<file path="src/rtl/seg7_scan_io.sv">
// LED register plus a time-multiplexed seven-segment display bank for the IO space.
// Digits are scanned one slot at a time, with a dead-time window at the start of each slot.
module seg7_scan_io #(
    parameter int NUM_DIGITS     = 4,
    parameter int NUM_LEDS       = 4,
    parameter int REFRESH_DIV    = 4096,
    parameter int BLANK_CYCLES   = 16,
    parameter bit SEG_ACTIVE_LOW = 1'b1,
    parameter bit DIG_ACTIVE_LOW = 1'b0
) (
    input  logic                  clk,
    input  logic                  reset,
    input  logic                  sel,
    input  logic [3:0]            addr,
    input  logic [31:0]           wdata,
    input  logic [3:0]            wmask,
    input  logic                  rstrb,
    output logic [31:0]           rdata,
    output logic [NUM_LEDS-1:0]   leds,
    output logic [6:0]            seg,
    output logic [NUM_DIGITS-1:0] dig_en
);

    localparam int                    CNT_W     = $clog2(REFRESH_DIV);
    localparam logic [CNT_W-1:0]      CNT_LAST  = CNT_W'(REFRESH_DIV - 1);
    localparam logic [CNT_W-1:0]      CNT_BLANK = CNT_W'(BLANK_CYCLES);
    localparam logic [2:0]            IDX_LAST  = 3'(NUM_DIGITS - 1);
    localparam logic [6:0]            SEG_OFF   = {7{SEG_ACTIVE_LOW}};
    localparam logic [NUM_DIGITS-1:0] DIG_OFF   = {NUM_DIGITS{DIG_ACTIVE_LOW}};

    typedef enum logic [1:0] {
        OFF,
        DEAD,
        ON
    } scan_state_t;

    logic                  wrEn;
    logic                  rdEn;
    logic [31:0]           byteMask;

    logic [NUM_LEDS-1:0]   ledsQ, ledsD;
    logic                  enQ, enD;
    logic                  hexModeQ, hexModeD;
    logic [NUM_DIGITS-1:0] blankQ, blankD;
    logic [31:0]           hexQ, hexD;
    logic [6:0]            rawQ [NUM_DIGITS];
    logic [6:0]            rawD [NUM_DIGITS];

    scan_state_t           stateQ, stateD;
    logic [CNT_W-1:0]      cntQ, cntD;
    logic [2:0]            idxQ, idxD;

    logic [6:0]            pattern;
    logic [NUM_DIGITS-1:0] digOneHot;
    logic [6:0]            segQ, segD;
    logic [NUM_DIGITS-1:0] digEnQ, digEnD;
    logic [31:0]           rdataQ, rdataD;

    assign wrEn     = sel & (|wmask);
    assign rdEn     = sel & rstrb;
    assign byteMask = {{8{wmask[3]}}, {8{wmask[2]}}, {8{wmask[1]}}, {8{wmask[0]}}};

    function automatic logic [6:0] hexSeg(input logic [3:0] v);
        case (v)
            4'h0: hexSeg = 7'h7E;
            4'h1: hexSeg = 7'h30;
            4'h2: hexSeg = 7'h6D;
            4'h3: hexSeg = 7'h79;
            4'h4: hexSeg = 7'h33;
            4'h5: hexSeg = 7'h5B;
            4'h6: hexSeg = 7'h5F;
            4'h7: hexSeg = 7'h70;
            4'h8: hexSeg = 7'h7F;
            4'h9: hexSeg = 7'h7B;
            4'hA: hexSeg = 7'h77;
            4'hB: hexSeg = 7'h1F;
            4'hC: hexSeg = 7'h4E;
            4'hD: hexSeg = 7'h3D;
            4'hE: hexSeg = 7'h4F;
            default: hexSeg = 7'h47;
        endcase
    endfunction

    // Register writes, merged per byte lane; RAW registers only live in byte 0.
    always_comb begin
        ledsD    = ledsQ;
        enD      = enQ;
        hexModeD = hexModeQ;
        blankD   = blankQ;
        hexD     = hexQ;
        rawD     = rawQ;
        if (wrEn) begin
            case (addr)
                4'd0: ledsD = (ledsQ & ~byteMask[NUM_LEDS-1:0])
                            | (wdata[NUM_LEDS-1:0] & byteMask[NUM_LEDS-1:0]);
                4'd1: begin
                    if (wmask[0]) begin
                        enD      = wdata[0];
                        hexModeD = wdata[1];
                    end
                    if (wmask[1]) begin
                        blankD = wdata[8 +: NUM_DIGITS];
                    end
                end
                4'd2: hexD = (hexQ & ~byteMask) | (wdata & byteMask);
                default: begin
                    for (int i = 0; i < NUM_DIGITS; i++) begin
                        if (addr == 4'(3 + i) && wmask[0]) begin
                            rawD[i] = wdata[6:0];
                        end
                    end
                end
            endcase
        end
    end

    // Scan sequencing: DEAD versus ON is purely a function of the position inside the slot.
    always_comb begin
        stateD = stateQ;
        cntD   = cntQ;
        idxD   = idxQ;
        if (!enQ) begin
            stateD = OFF;
            cntD   = '0;
            idxD   = '0;
        end else begin
            if (stateQ == OFF) begin
                cntD = '0;
                idxD = '0;
            end else if (cntQ == CNT_LAST) begin
                cntD = '0;
                idxD = (idxQ == IDX_LAST) ? 3'd0 : idxQ + 3'd1;
            end else begin
                cntD = cntQ + 1'b1;
            end
            stateD = (cntD < CNT_BLANK) ? DEAD : ON;
        end
    end

    // Outputs are registered alongside the scan state so seg and dig_en switch on the same edge.
    always_comb begin
        pattern   = '0;
        digOneHot = '0;
        for (int i = 0; i < NUM_DIGITS; i++) begin
            if (idxD == 3'(i)) begin
                digOneHot[i] = 1'b1;
                if (!blankQ[i]) begin
                    pattern = hexModeQ ? hexSeg(hexQ[4*i +: 4]) : rawQ[i];
                end
            end
        end
        segD   = SEG_OFF;
        digEnD = DIG_OFF;
        if (stateD != OFF) begin
            segD = pattern ^ SEG_OFF;
        end
        if (stateD == ON) begin
            digEnD = digOneHot ^ DIG_OFF;
        end
    end

    // Readback sees the pre-write register values, so a same-cycle write returns old data.
    always_comb begin
        rdataD = rdataQ;
        if (rdEn) begin
            rdataD = '0;
            case (addr)
                4'd0: rdataD[NUM_LEDS-1:0] = ledsQ;
                4'd1: begin
                    rdataD[0]              = enQ;
                    rdataD[1]              = hexModeQ;
                    rdataD[8 +: NUM_DIGITS] = blankQ;
                    rdataD[26:24]          = idxQ;
                end
                4'd2: rdataD = hexQ;
                default: begin
                    for (int i = 0; i < NUM_DIGITS; i++) begin
                        if (addr == 4'(3 + i)) begin
                            rdataD[6:0] = rawQ[i];
                        end
                    end
                end
            endcase
        end
    end

    always_ff @(posedge clk) begin
        if (reset) begin
            ledsQ    <= '0;
            enQ      <= 1'b0;
            hexModeQ <= 1'b0;
            blankQ   <= '0;
            hexQ     <= '0;
            rawQ     <= '{default: '0};
            stateQ   <= OFF;
            cntQ     <= '0;
            idxQ     <= '0;
            segQ     <= SEG_OFF;
            digEnQ   <= DIG_OFF;
            rdataQ   <= '0;
        end else begin
            ledsQ    <= ledsD;
            enQ      <= enD;
            hexModeQ <= hexModeD;
            blankQ   <= blankD;
            hexQ     <= hexD;
            rawQ     <= rawD;
            stateQ   <= stateD;
            cntQ     <= cntD;
            idxQ     <= idxD;
            segQ     <= segD;
            digEnQ   <= digEnD;
            rdataQ   <= rdataD;
        end
    end

    assign rdata  = rdataQ;
    assign leds   = ledsQ;
    assign seg    = segQ;
    assign dig_en = digEnQ;

endmodule

</file>
<file path="config.mk">
export PLATFORM = sky130hd
export DESIGN_NAME = seg7_scan_io
export DESIGN_NICKNAME = d
export VERILOG_FILES = /design/src/rtl/seg7_scan_io.sv
export SDC_FILE = /design/constraint.sdc
export NUM_CORES = 1
export LEC_CHECK = 0
export BUFFER_PORTS_ARGS = -buffer_cell sky130_fd_sc_hd__buf_2
export CAP_MARGIN = 0
export CORE_MARGIN = 3
export CORE_UTILIZATION = 49
export CTS_BUF_LIST = sky130_fd_sc_hd__clkbuf_2 sky130_fd_sc_hd__clkbuf_4 sky130_fd_sc_hd__clkbuf_8
export DETAILED_ROUTE_END_ITERATION = 8
export GPL_TIMING_DRIVEN = 1
export PLACE_DENSITY_LB_ADDON = 0.1
export SLEW_MARGIN = 20
export SYNTH_ARGS = -nofsm -noshare
export SYNTH_HDL_FRONTEND = slang
export SYNTH_SLANG_ARGS = --single-unit
</file>
<file path="constraint.sdc">
create_clock -name clk -period 2.7 [get_ports clk]
set_input_delay 0.54 -clock clk [delete_from_list [all_inputs] [get_ports clk]]
set_output_delay 0.54 -clock clk [all_outputs]
set_load 0.005 [all_outputs]
</file>
==> flow_summary.json <==
{
  "critical-path-top-delay-family": "simple AND/OR/NAND/NOR gates",
  "setup.worst_path.end_class": "register",
  "dieHeight_um": 129,
  "postSynthCellCount": 818,
  "synth_area_leaders": "sky130_fd_sc_hd__dfxtp_1 (43%), sky130_fd_sc_hd__mux2i_1 (12%), sky130_fd_sc_hd__nor2_1 (6.2%), sky130_fd_sc_hd__ha_1 (5.1%), sky130_fd_sc_hd__a21oi_1 (3.6%)",
  "postRouteAntennaNets": 0,
  "hold_path.class": "in -> reg",
  "route.detailed.drc": 0,
  "worst-setup-path-type": "in -> reg",
  "routed_via_count": 6477,
  "cts_hold_buf": 0,
  "dp_hpwl_mm": 15.7,
  "synth.largest_area_cell": "sky130_fd_sc_hd__dfxtp_1",
  "syn_to_final_growth_pct": 18.3,
  "yosys_most_used_dff": "sky130_fd_sc_hd__dfxtp_1",
  "maximum_number_of_pins_on_one_net_before_global_route_repair": 36,
  "critical_path.n_buffers_inverters": 3,
  "combined_area_of_all_synthesized_cells_sq_um": 7430,
  "synthesis.nets": 892,
  "htree_num_levels": 4,
  "netlist-cell-type-count": 63,
  "postLayoutSetupSlackWorst_ps": 288,
  "worstPathCellList": "buf_2 -> or4b_4 -> buf_12 -> nor2_4 -> mux2i_1 -> nor2_1 -> inv_1 -> ha_1 -> or2_2 -> a21oi_1 -> a31oi_1",
  "syn-mean-instance-area_sq_um": 9.08,
  "iteration_count_of_the_initial_detailed_routing_pass": 7,
  "max-slew-margin-rel": 0.483,
  "worst-path-max-fanout": 7,
  "worst_path_slowest_cell": "sky130_fd_sc_hd__or4b_4",
  "floorplan.rows": 44,
  "final_hold_viol_count": 0,
  "grt_pass1_vias": 6369,
  "detail_route.wl_per_cell_um": 18.2,
  "timing.final.setup_violations": 0,
  "finish.net_count": 1013,
  "finalWorstPathRequiredPeriod_ps": 2410,
  "timing.max_cap.violations": 0,
  "ys_ff_latch": 158,
  "grt_setup_unrepaired": "no",
  "cp_data_arrival_time_ps": 2760,
  "most_common_library_cell_in_the_layout_ignoring_fill_and_taps": "sky130_fd_sc_hd__dfxtp_1",
  "floorplan.io_pins": 91,
  "post-route-cell-area_sq_um": 8790,
  "power.ir.vdd_worst_v": 0.000298,
  "clock_insertion_delay_worst_skew_ps": 460,
  "largest_stage_delay_on_the_critical_path_ps": 570,
  "buffer_ports.inserted": 90,
  "power_density_nw_per_um2": 496,
  "post-synth-top-area-fraction": 0.426,
  "ys.warnings.count": 0,
  "total_routing_resource_utilization_after_global_routing": 0.251,
  "result_of_the_run": "finished, final reports clean",
  "n_antenna_cell": 0,
  "detailedRoute.firstIterationViolations": 399,
  "filler_cell_count": 1297,
  "worstSetupStartpointType": "input port",
  "cts_post_setup_buffers_inserted": 0,
  "synth_enable_flop_cells": 0,
  "clkSlewWorstSetupHoldPaths_ps": 90,
  "cp.required_ps": 3050,
  "ys_async_sr_fraction": 0,
  "core_area_sq_um": 14700,
  "layout-drive-gt1-share": 0.233,
  "synth_sequential_area_ratio": 0.426,
  "start_util": 0.505,
  "detail_route.vias_per_cell": 5.70,
  "leading_cell_types_in_the_layout_fill_and_taps_excluded": "sky130_fd_sc_hd__dfxtp_1 (158), sky130_fd_sc_hd__nor2_1 (122), sky130_fd_sc_hd__mux2i_1 (90)",
  "finalPower_mw": 4.36,
  "final.period_utilization": 0.893,
  "worstMarginPinSlew_ps": 773,
  "root_buffer": "sky130_fd_sc_hd__clkbuf_8",
  "tritoncts_clock_tree": "built",
  "clockBufferDepth": 2,
  "post_cts.resized_instances": 0,
  "initial_antenna_violation_count": 0,
  "report.final.slew_viol_count": 0,
  "cts-buffers-inserted": 17,
  "dpl_worst_slack_ps": -187,
  "p_leak_nw": 3.61,
  "fmax_ghz": 0.415,
  "grt_remaining_overflow": 0,
  "finalWeightedCongestion": 0.969,
  "die_area_sq_um": 16700,
  "chipWidth_um": 129,
  "totalWireLength_mm": 20.6,
  "grt_first_pass_wirelength_mm": 32.9,
  "placedInstanceArea_sq_um": 8400,
  "numClockSinks": 158,
  "clock_skew_ps": 14.4
}
[worst paths after layout]
check	from	endpoint	slack (ps)	depth (start not counted)
worst min-delay path	wdata[21]	register	310	3
worst max-delay path	addr[2]	register	290	11
worst min register to register	rdata[30]	rdata[30]	450	2
worst max register to register	cntQ[4]	seg[5]	300	6
[kinds of logic (layout without fill, tap and decap cells)]
kind of cell | Yosys count | after routing | synth area share
AOI/OAI and AO/OA | 167 | 167 | 0.147
xor gates and xnor gates | 12 | 12 | 0.0141
adders and majority gates | 30 | 30 | 0.0505
buffers and inverters | 79 | 213 | 0.0431
DFF | 158 | 158 | 0.426
muxes | 104 | 104 | 0.149
and+or+nand+nor | 268 | 268 | 0.171
[cells in the mapped netlist (all sizes together) (13+ instances only)]
cell type,count
dfxtp,158
nor2,126
mux2i,90
a21oi,56
nand2,37
nand3,34
o21ai,33
inv,31
ha,30
clkbuf,29
buf,19
nor3,13
[worst reg2reg max path, stage by stage, from the launching register on]
cell and delay (ps):
sky130_fd_sc_hd__dfxtp_1 470, sky130_fd_sc_hd__and4_1 410, sky130_fd_sc_hd__a311oi_1 150, sky130_fd_sc_hd__a31oi_1 610, sky130_fd_sc_hd__nor2_1 310, sky130_fd_sc_hd__a21oi_1 210
sky130_fd_sc_hd__o21ai_0 120
[through the flow]
step                      TNS [ps]  std cells   util  hold slack, ps
after global placement        -648       1104  0.572             435
after detailed placement     -1830       1104  0.572             444
after CTS                        0       1136  0.598             290
final                            0       1136  0.598             309
after floorplan                  0        818      -             426
after global routing             0       1136  0.598             308
[per-layer routing]
layer  global-route usage  vias to the layer above  wire length (um)
met5                    0                        -                 0
met4               0.0988                        0               584
met3               0.0383                       32               875
met2                0.432                      162             10200
met1                0.316                     3133              8970
li1                     -                     3150                 -
[layout make-up]
type                            instances  area [sq um]  area share
Sequential cell                       158          3160       0.360
Clock inverter                         15           151      0.0172
Multi-Input combinational cell        581          3970       0.451
Timing Repair Buffer                  150           928       0.106
Tap cell                              184           230      0.0262
Clock buffer                           17           234      0.0266
Inverter                               31           116      0.0132
[power breakdown]
| part | internal (mW) | switching [mW] |
|---|---|---|
| logic | 0.0968 | 0.159 |
| registers | 2.35 | 0.0157 |
| clock network | 0.761 | 0.974 |
| total | 3.21 | 1.15 |
No activity file was read; power rests on OpenSTA's default activity.
